`src/rtl/inv_qam_demap_if.sv`:
```
// Bus bundle for the QPSK hard-decision demapper: control requests,
// the qualified I/Q sample stream and the registered symbol outputs.
interface inv_qam_demap_if;
   logic              start;
   logic              stop;
   logic              in_valid;
   logic signed [7:0] i_sample;
   logic signed [7:0] q_sample;
   logic [1:0]        inv_QAM_out;
   logic              sym_valid;
   logic [4:0]        sym_index;
   logic              frame_start;
   logic              trigger_decode;

   modport master (
      output start, stop, in_valid, i_sample, q_sample,
      input  inv_QAM_out, sym_valid, sym_index, frame_start, trigger_decode
   );

   modport slave (
      input  start, stop, in_valid, i_sample, q_sample,
      output inv_QAM_out, sym_valid, sym_index, frame_start, trigger_decode
   );
endinterface

```
`src/rtl/inv_qam_demap.sv`:
```
// QPSK hard-decision demapper: integrates SPS samples per symbol on I and Q,
// decides each bit from the sign of the integrated sum, and tags symbols with
// their position in a FRAME_LEN-symbol decoder frame.
module inv_qam_demap #(
   parameter int SPS       = 4,
   parameter int FRAME_LEN = 31
) (
   input  logic           clk,
   input  logic           reset,
   inv_qam_demap_if.slave bus
);

   typedef enum logic {S_IDLE, S_RUN} state_t;

   localparam logic [3:0] LP_CNT_LAST = 4'(SPS - 1);
   localparam logic [4:0] LP_IDX_LAST = 5'(FRAME_LEN - 1);

   state_t             r_state;
   state_t             w_state_nxt;
   logic signed [11:0] r_acc_i;
   logic signed [11:0] r_acc_q;
   logic signed [11:0] w_sum_i;
   logic signed [11:0] w_sum_q;
   logic [3:0]         r_cnt;
   logic [4:0]         r_idx;
   logic [1:0]         r_out;
   logic               r_sym_valid;
   logic [4:0]         r_sym_index;
   logic               r_frame_start;
   logic               r_trig;
   logic               w_accept;
   logic               w_done;
   logic               w_abort;

   // Hard decision: a strictly negative sum decides 1, zero and positive decide 0.
   function automatic logic f_decide(input logic signed [11:0] s);
      return s[11];
   endfunction

   // Running sums including the sample on the bus this cycle (sign-extended).
   assign w_sum_i = r_acc_i + {{4{bus.i_sample[7]}}, bus.i_sample};
   assign w_sum_q = r_acc_q + {{4{bus.q_sample[7]}}, bus.q_sample};

   // State register.
   always_ff @(posedge clk) begin
      if (reset) r_state <= S_IDLE;
      else       r_state <= w_state_nxt;
   end

   // Next state and per-cycle datapath strobes; stop beats start, and the start
   // cycle itself is still IDLE so its sample is not accepted.
   always_comb begin
      w_state_nxt = r_state;
      w_accept    = 1'b0;
      w_done      = 1'b0;
      w_abort     = 1'b0;
      case (r_state)
         S_IDLE: begin
            if (bus.start && !bus.stop) w_state_nxt = S_RUN;
         end
         S_RUN: begin
            if (bus.stop) begin
               w_state_nxt = S_IDLE;
               w_abort     = 1'b1;
            end else if (bus.in_valid) begin
               w_accept = 1'b1;
               w_done   = (r_cnt == LP_CNT_LAST);
            end
         end
         default: w_state_nxt = S_IDLE;
      endcase
   end

   // Accumulation, symbol decision and frame position tracking.
   always_ff @(posedge clk) begin
      if (reset) begin
         r_acc_i       <= '0;
         r_acc_q       <= '0;
         r_cnt         <= '0;
         r_idx         <= '0;
         r_out         <= '0;
         r_sym_valid   <= 1'b0;
         r_sym_index   <= '0;
         r_frame_start <= 1'b0;
         r_trig        <= 1'b0;
      end else begin
         r_sym_valid   <= 1'b0;
         r_frame_start <= 1'b0;
         if (w_abort) begin
            // Partial symbol is dropped and the frame restarts from index 0.
            r_acc_i     <= '0;
            r_acc_q     <= '0;
            r_cnt       <= '0;
            r_idx       <= '0;
            r_sym_index <= '0;
            r_trig      <= 1'b0;
         end else if (w_done) begin
            r_out         <= {f_decide(w_sum_i), f_decide(w_sum_q)};
            r_sym_valid   <= 1'b1;
            r_sym_index   <= r_idx;
            r_frame_start <= (r_idx == 5'd0);
            r_idx         <= (r_idx == LP_IDX_LAST) ? 5'd0 : r_idx + 5'd1;
            r_trig        <= 1'b1;
            r_acc_i       <= '0;
            r_acc_q       <= '0;
            r_cnt         <= '0;
         end else if (w_accept) begin
            r_acc_i <= w_sum_i;
            r_acc_q <= w_sum_q;
            r_cnt   <= r_cnt + 4'd1;
         end else if (r_state == S_IDLE) begin
            r_acc_i <= '0;
            r_acc_q <= '0;
            r_cnt   <= '0;
            r_trig  <= 1'b0;
         end
      end
   end

   assign bus.inv_QAM_out    = r_out;
   assign bus.sym_valid      = r_sym_valid;
   assign bus.sym_index      = r_sym_index;
   assign bus.frame_start    = r_frame_start;
   assign bus.trigger_decode = r_trig;

endmodule

```
`src/flat_wrapper.sv`:
```
// flat-port wrapper written by rule: the top's interface ports become plain ports
module inv_qam_demap_flat 
#(
   parameter int SPS       = 4,
   parameter int FRAME_LEN = 31
)
  (clk, reset, bus_start, bus_stop, bus_in_valid, bus_i_sample, bus_q_sample, bus_inv_QAM_out, bus_sym_valid, bus_sym_index, bus_frame_start, bus_trigger_decode);
  inv_qam_demap_if bus_i ();
  input  logic clk;
  input  logic reset;
  input wire logic [$bits(bus_i.start)-1:0] bus_start;
  input wire logic [$bits(bus_i.stop)-1:0] bus_stop;
  input wire logic [$bits(bus_i.in_valid)-1:0] bus_in_valid;
  input wire logic [$bits(bus_i.i_sample)-1:0] bus_i_sample;
  input wire logic [$bits(bus_i.q_sample)-1:0] bus_q_sample;
  output wire logic [$bits(bus_i.inv_QAM_out)-1:0] bus_inv_QAM_out;
  output wire logic [$bits(bus_i.sym_valid)-1:0] bus_sym_valid;
  output wire logic [$bits(bus_i.sym_index)-1:0] bus_sym_index;
  output wire logic [$bits(bus_i.frame_start)-1:0] bus_frame_start;
  output wire logic [$bits(bus_i.trigger_decode)-1:0] bus_trigger_decode;
  assign bus_i.start = bus_start;
  assign bus_i.stop = bus_stop;
  assign bus_i.in_valid = bus_in_valid;
  assign bus_i.i_sample = bus_i_sample;
  assign bus_i.q_sample = bus_q_sample;
  assign bus_inv_QAM_out = bus_i.inv_QAM_out;
  assign bus_sym_valid = bus_i.sym_valid;
  assign bus_sym_index = bus_i.sym_index;
  assign bus_frame_start = bus_i.frame_start;
  assign bus_trigger_decode = bus_i.trigger_decode;
  inv_qam_demap #(.SPS(SPS), .FRAME_LEN(FRAME_LEN)) u_core (.clk(clk), .reset(reset), .bus(bus_i));
endmodule
```
`config.mk`:
```
export PLATFORM = sky130hd
export DESIGN_NAME = inv_qam_demap_flat
export DESIGN_NICKNAME = d
export VERILOG_FILES = /design/src/rtl/inv_qam_demap_if.sv /design/src/rtl/inv_qam_demap.sv /design/src/flat_wrapper.sv
export SDC_FILE = /design/constraint.sdc
export NUM_CORES = 1
export LEC_CHECK = 0
export CAP_MARGIN = 20
export CORE_MARGIN = 5
export CORE_UTILIZATION = 50
export DETAILED_ROUTE_END_ITERATION = 6
export GPL_ROUTABILITY_DRIVEN = 1
export PLACE_DENSITY = 0.7
export SLEW_MARGIN = 10
export SYNTH_ARGS = -nofsm -noshare
export SYNTH_HDL_FRONTEND = slang
export SYNTH_SLANG_ARGS = --single-unit
```
`constraint.sdc`:
```
create_clock -name clk -period 2.4 [get_ports clk]
set_input_delay 0.36 -clock clk [delete_from_list [all_inputs] [get_ports clk]]
set_output_delay 0.36 -clock clk [all_outputs]
set_load 0.005 [all_outputs]
```
==> results.json <==
{
  "cts_tree": "built",
  "diodes": 0,
  "wirelength_um": 5660,
  "finalSetupViolations": 0,
  "clock.fmax_ghz": 0.434,
  "start_util": 0.510,
  "grt_pass1_wl_um": 9850,
  "cap_violations": 0,
  "synth-seq-cells": 44,
  "yosysTopAreaCellShare": 0.340,
  "maxSlewHeadroom": 0.670,
  "fillers": 448,
  "synth_nets": 369,
  "antenna_found_initial": 0,
  "path_buf_inv": 1,
  "leakage_nw": 1.41,
  "nNetsFinal": 436,
  "ant_nets": 0,
  "fin_setup_tns_ns": 0,
  "fp.dieH_um": 81.9,
  "routed_via_density": 5.17,
  "synthTopCellsByArea": "dfxtp_1 34%, ha_1 13%, nand2_1 8.7%",
  "hold_path_class": "flip-flop to flip-flop",
  "root_buffer": "clkbuf_8",
  "crit_required_ns": 2.62,
  "min_path_cells": 2,
  "yosysWarningCount": 0,
  "synth-edff-count": 0,
  "first_global_vias": 2337,
  "path_max_fanout": 3,
  "hpwl_um": 4310,
  "wl_per_cell_um": 12.4,
  "grtUsageTotal": 0.185,
  "synthFlopType": "dfxtp_1",
  "final_core_util": 0.677,
  "ys_types": 42,
  "cts_buffers": 5,
  "slew_violations": 0,
  "crit_family": "compound AO/OA/AOI/OAI gates",
  "drc": 0,
  "worst_pin_slew_ns": 0.494,
  "drive_gt1_frac": 0.170,
  "numPortBuffers": 30,
  "clk_pin_slew_worst_paths_ns": 0.09,
  "skew_ns": 0.00725,
  "regToRegStartpoint": "u_core.r_acc_i[6]$_SDFFE_PP0P_",
  "die_w_um": 81.9,
  "status": "completed",
  "endpoint_kind": "flip-flop",
  "min_period_ns": 2.31,
  "dieArea_um2": 6710,
  "peakVddDrop_uv": 364,
  "period_share": 0.961,
  "rows": 26,
  "cp_data_arrival_time_ns": 2.52,
  "syn_inst": 320,
  "post-cts-setup-buffer-count": 0,
  "crit_type": "primary input to flip-flop",
  "grt_max_degree": 21,
  "syn_to_final_growth_pct": 32.7,
  "holdPathEnd": "u_core.bus.sym_index[2]$_SDFFE_PP0P_",
  "critPathSlowestCell": "or4_1",
  "fin_area_um2": 3430,
  "synth_area_um2": 2590,
  "clk_latency_ns": 0.30,
  "top_level_ports": 31,
  "cts_max_level": 2,
  "rrSetupSlack_ns": 0.23,
  "core-area_um2": 5070,
  "reg2regPathDepth": 8,
  "avgSynthCellArea_um2": 8.09,
  "cp_cell_sequence": "clkdlybuf4s50_1, ha_1, a21o_1, a221o_1, or4_1, o221ai_2, xnor2_2, xnor2_1, a211oi_1",
  "start_kind": "primary input",
  "p_per_area_nw_per_um2": 440,
  "gp_congestion": 0.841,
  "async_reset_ff_frac": 0,
  "ys_seq_area_frac": 0.340,
  "clk_path_buf_depth": 2,
  "finalHoldViolCount": 0,
  "grt_overflow": 0,
  "critPathMaxStageDelay_ns": 0.42,
  "synth_top_area_cell": "dfxtp_1",
  "clock_sinks": 44,
  "hold_start": "u_core.bus.sym_index[2]$_SDFFE_PP0P_",
  "firstDrtPassIters": 4,
  "dpl_cell_area_um2": 3260,
  "vias": 2368,
  "reg2reg_to": "u_core.bus.inv_QAM_out[1]$_SDFFE_PP0P_",
  "drt-initial-drc-count": 125
}
## power by group
group / leakage (nW) / switching, mW / internal [mW] / total (mW)
clock network: 0.0548 / 0.267 / 0.314 / 0.581
registers: 0.355 / 0.00359 / 0.733 / 0.737
logic: 1.00 / 0.0921 / 0.101 / 0.193
## flip-flops by register name, summed over array words and instances (netlist names)
signal,flops
u_core.r_cnt,4
u_core.r_acc_q,12
u_core.r_acc_i,12
u_core.bus.frame_start,1
u_core.bus.sym_valid,1
u_core.bus.trigger_decode,1
u_core.bus.inv_QAM_out,2
u_core.r_idx,5
u_core.r_state,1
u_core.bus.sym_index,5
## tightest hold or removal path, delay by kind of cell, from the launching register on
family	cells	cell delay [ns]
compound gates	1	0.05
flops	1	0.32
simple gates	1	0.05
## worst max path at each step
stage / from / endpoint / slack (ns) / depth (start not counted)
after floorplan: bus_i_sample[7] / u_core.bus.inv_QAM_out[1]$_SDFFE_PP0P_ / 0.15 / 8
after global placement: bus_i_sample[7] / u_core.bus.inv_QAM_out[1]$_SDFFE_PP0P_ / -0.34 / 9
after detailed placement: bus_i_sample[7] / u_core.bus.inv_QAM_out[1]$_SDFFE_PP0P_ / -0.41 / 9
after CTS: bus_i_sample[0] / u_core.r_acc_i[10]$_SDFFE_PP0P_ / 0.02 / 10
after global routing: bus_i_sample[0] / u_core.r_acc_i[8]$_SDFFE_PP0P_ / -0.02 / 11
final: bus_i_sample[6] / u_core.bus.inv_QAM_out[1]$_SDFFE_PP0P_ / 0.09 / 9
## area by class of cell
cell class                 instances  area [um^2]  area share
sequential                        44          881       0.257
clock inverter                     3         46.3      0.0135
inverter                           8         30.0     0.00875
timing repair buffer              72          629       0.183
clock buffer                       5         68.8      0.0200
tap                               70         87.6      0.0255
multi-input combinational        256         1690       0.492
## cell families after synthesis
family	synth area share
simple gates	0.213
compound gates	0.198
flops	0.340
fa+ha+maj	0.141
xor+xnor	0.0745
buf+inv	0.0290
mux	0.00387
## cell usage after synthesis (all sizes together), types with 2 or more instances
master	instances
nand4	6
or3	4
dfxtp	44
fa	2
nor2b	4
o21ai	11
nand3b	3
nand3	7
nor3	4
a21o	8
nor2	22
ha	26
nand2	60
xor2	10
a211oi	6
a31oi	4
a21oi	44
buf	2
xnor2	12
nand2b	2
inv	8
clkbuf	10
and3	5
## through the flow
stage / total power [mW] / setup slack, ns / hold WS (ns) / std cells
global route: 1.58 / -0.0234 / 0.474 / 458
detailed placement: 0.943 / -0.408 / 0.445 / 450
global placement: 0.940 / -0.339 / 0.443 / 450
finish: 1.51 / 0.0938 / 0.455 / 458
CTS: 1.53 / 0.0187 / 0.458 / 458
floorplan: 0.851 / 0.151 / 0.433 / 320
## cells in the final DEF (no fill, tap or decap), types with 2 or more instances in the layout
master	Yosys	layout
nand2_1	60	60
dfxtp_1	44	44
a21oi_1	43	42
buf_4	0	41
clkdlybuf4s50_1	0	28
ha_1	26	25
nor2_1	22	22
xnor2_1	12	11
xor2_1	10	10
o21ai_0	11	9
inv_1	8	8
nand3_1	7	7
a21o_1	7	7
nand4_1	6	6
a211oi_1	6	5
clkbuf_8	0	5
and3_1	4	4
or3_1	4	4
nor3_1	4	4
a31oi_1	4	3
nand3b_1	3	3
nor2b_2	0	2
nand2b_1	2	2
a21oi_2	1	2
nor2b_1	4	2
## per-layer routing
layer | global-route usage | vias to the layer above | part of all wire
met4 | 0.0482 | 0 | 0.0064
met5 | 0 | - | 0
met2 | 0.322 | 33 | 0.48
li1 | - | 1259 | -
met3 | 0.0373 | 4 | 0.036
met1 | 0.231 | 1072 | 0.48
## timing repair
action | CTS | global route
gates resized for setup | 2 | 12
endpoints found under the hold margin | 0 | 0
endpoints found under the setup margin | 2 | 7
pin swaps | 0 | 8
hold buffers | 0 | 0
Power figures use the tool's default switching activity.
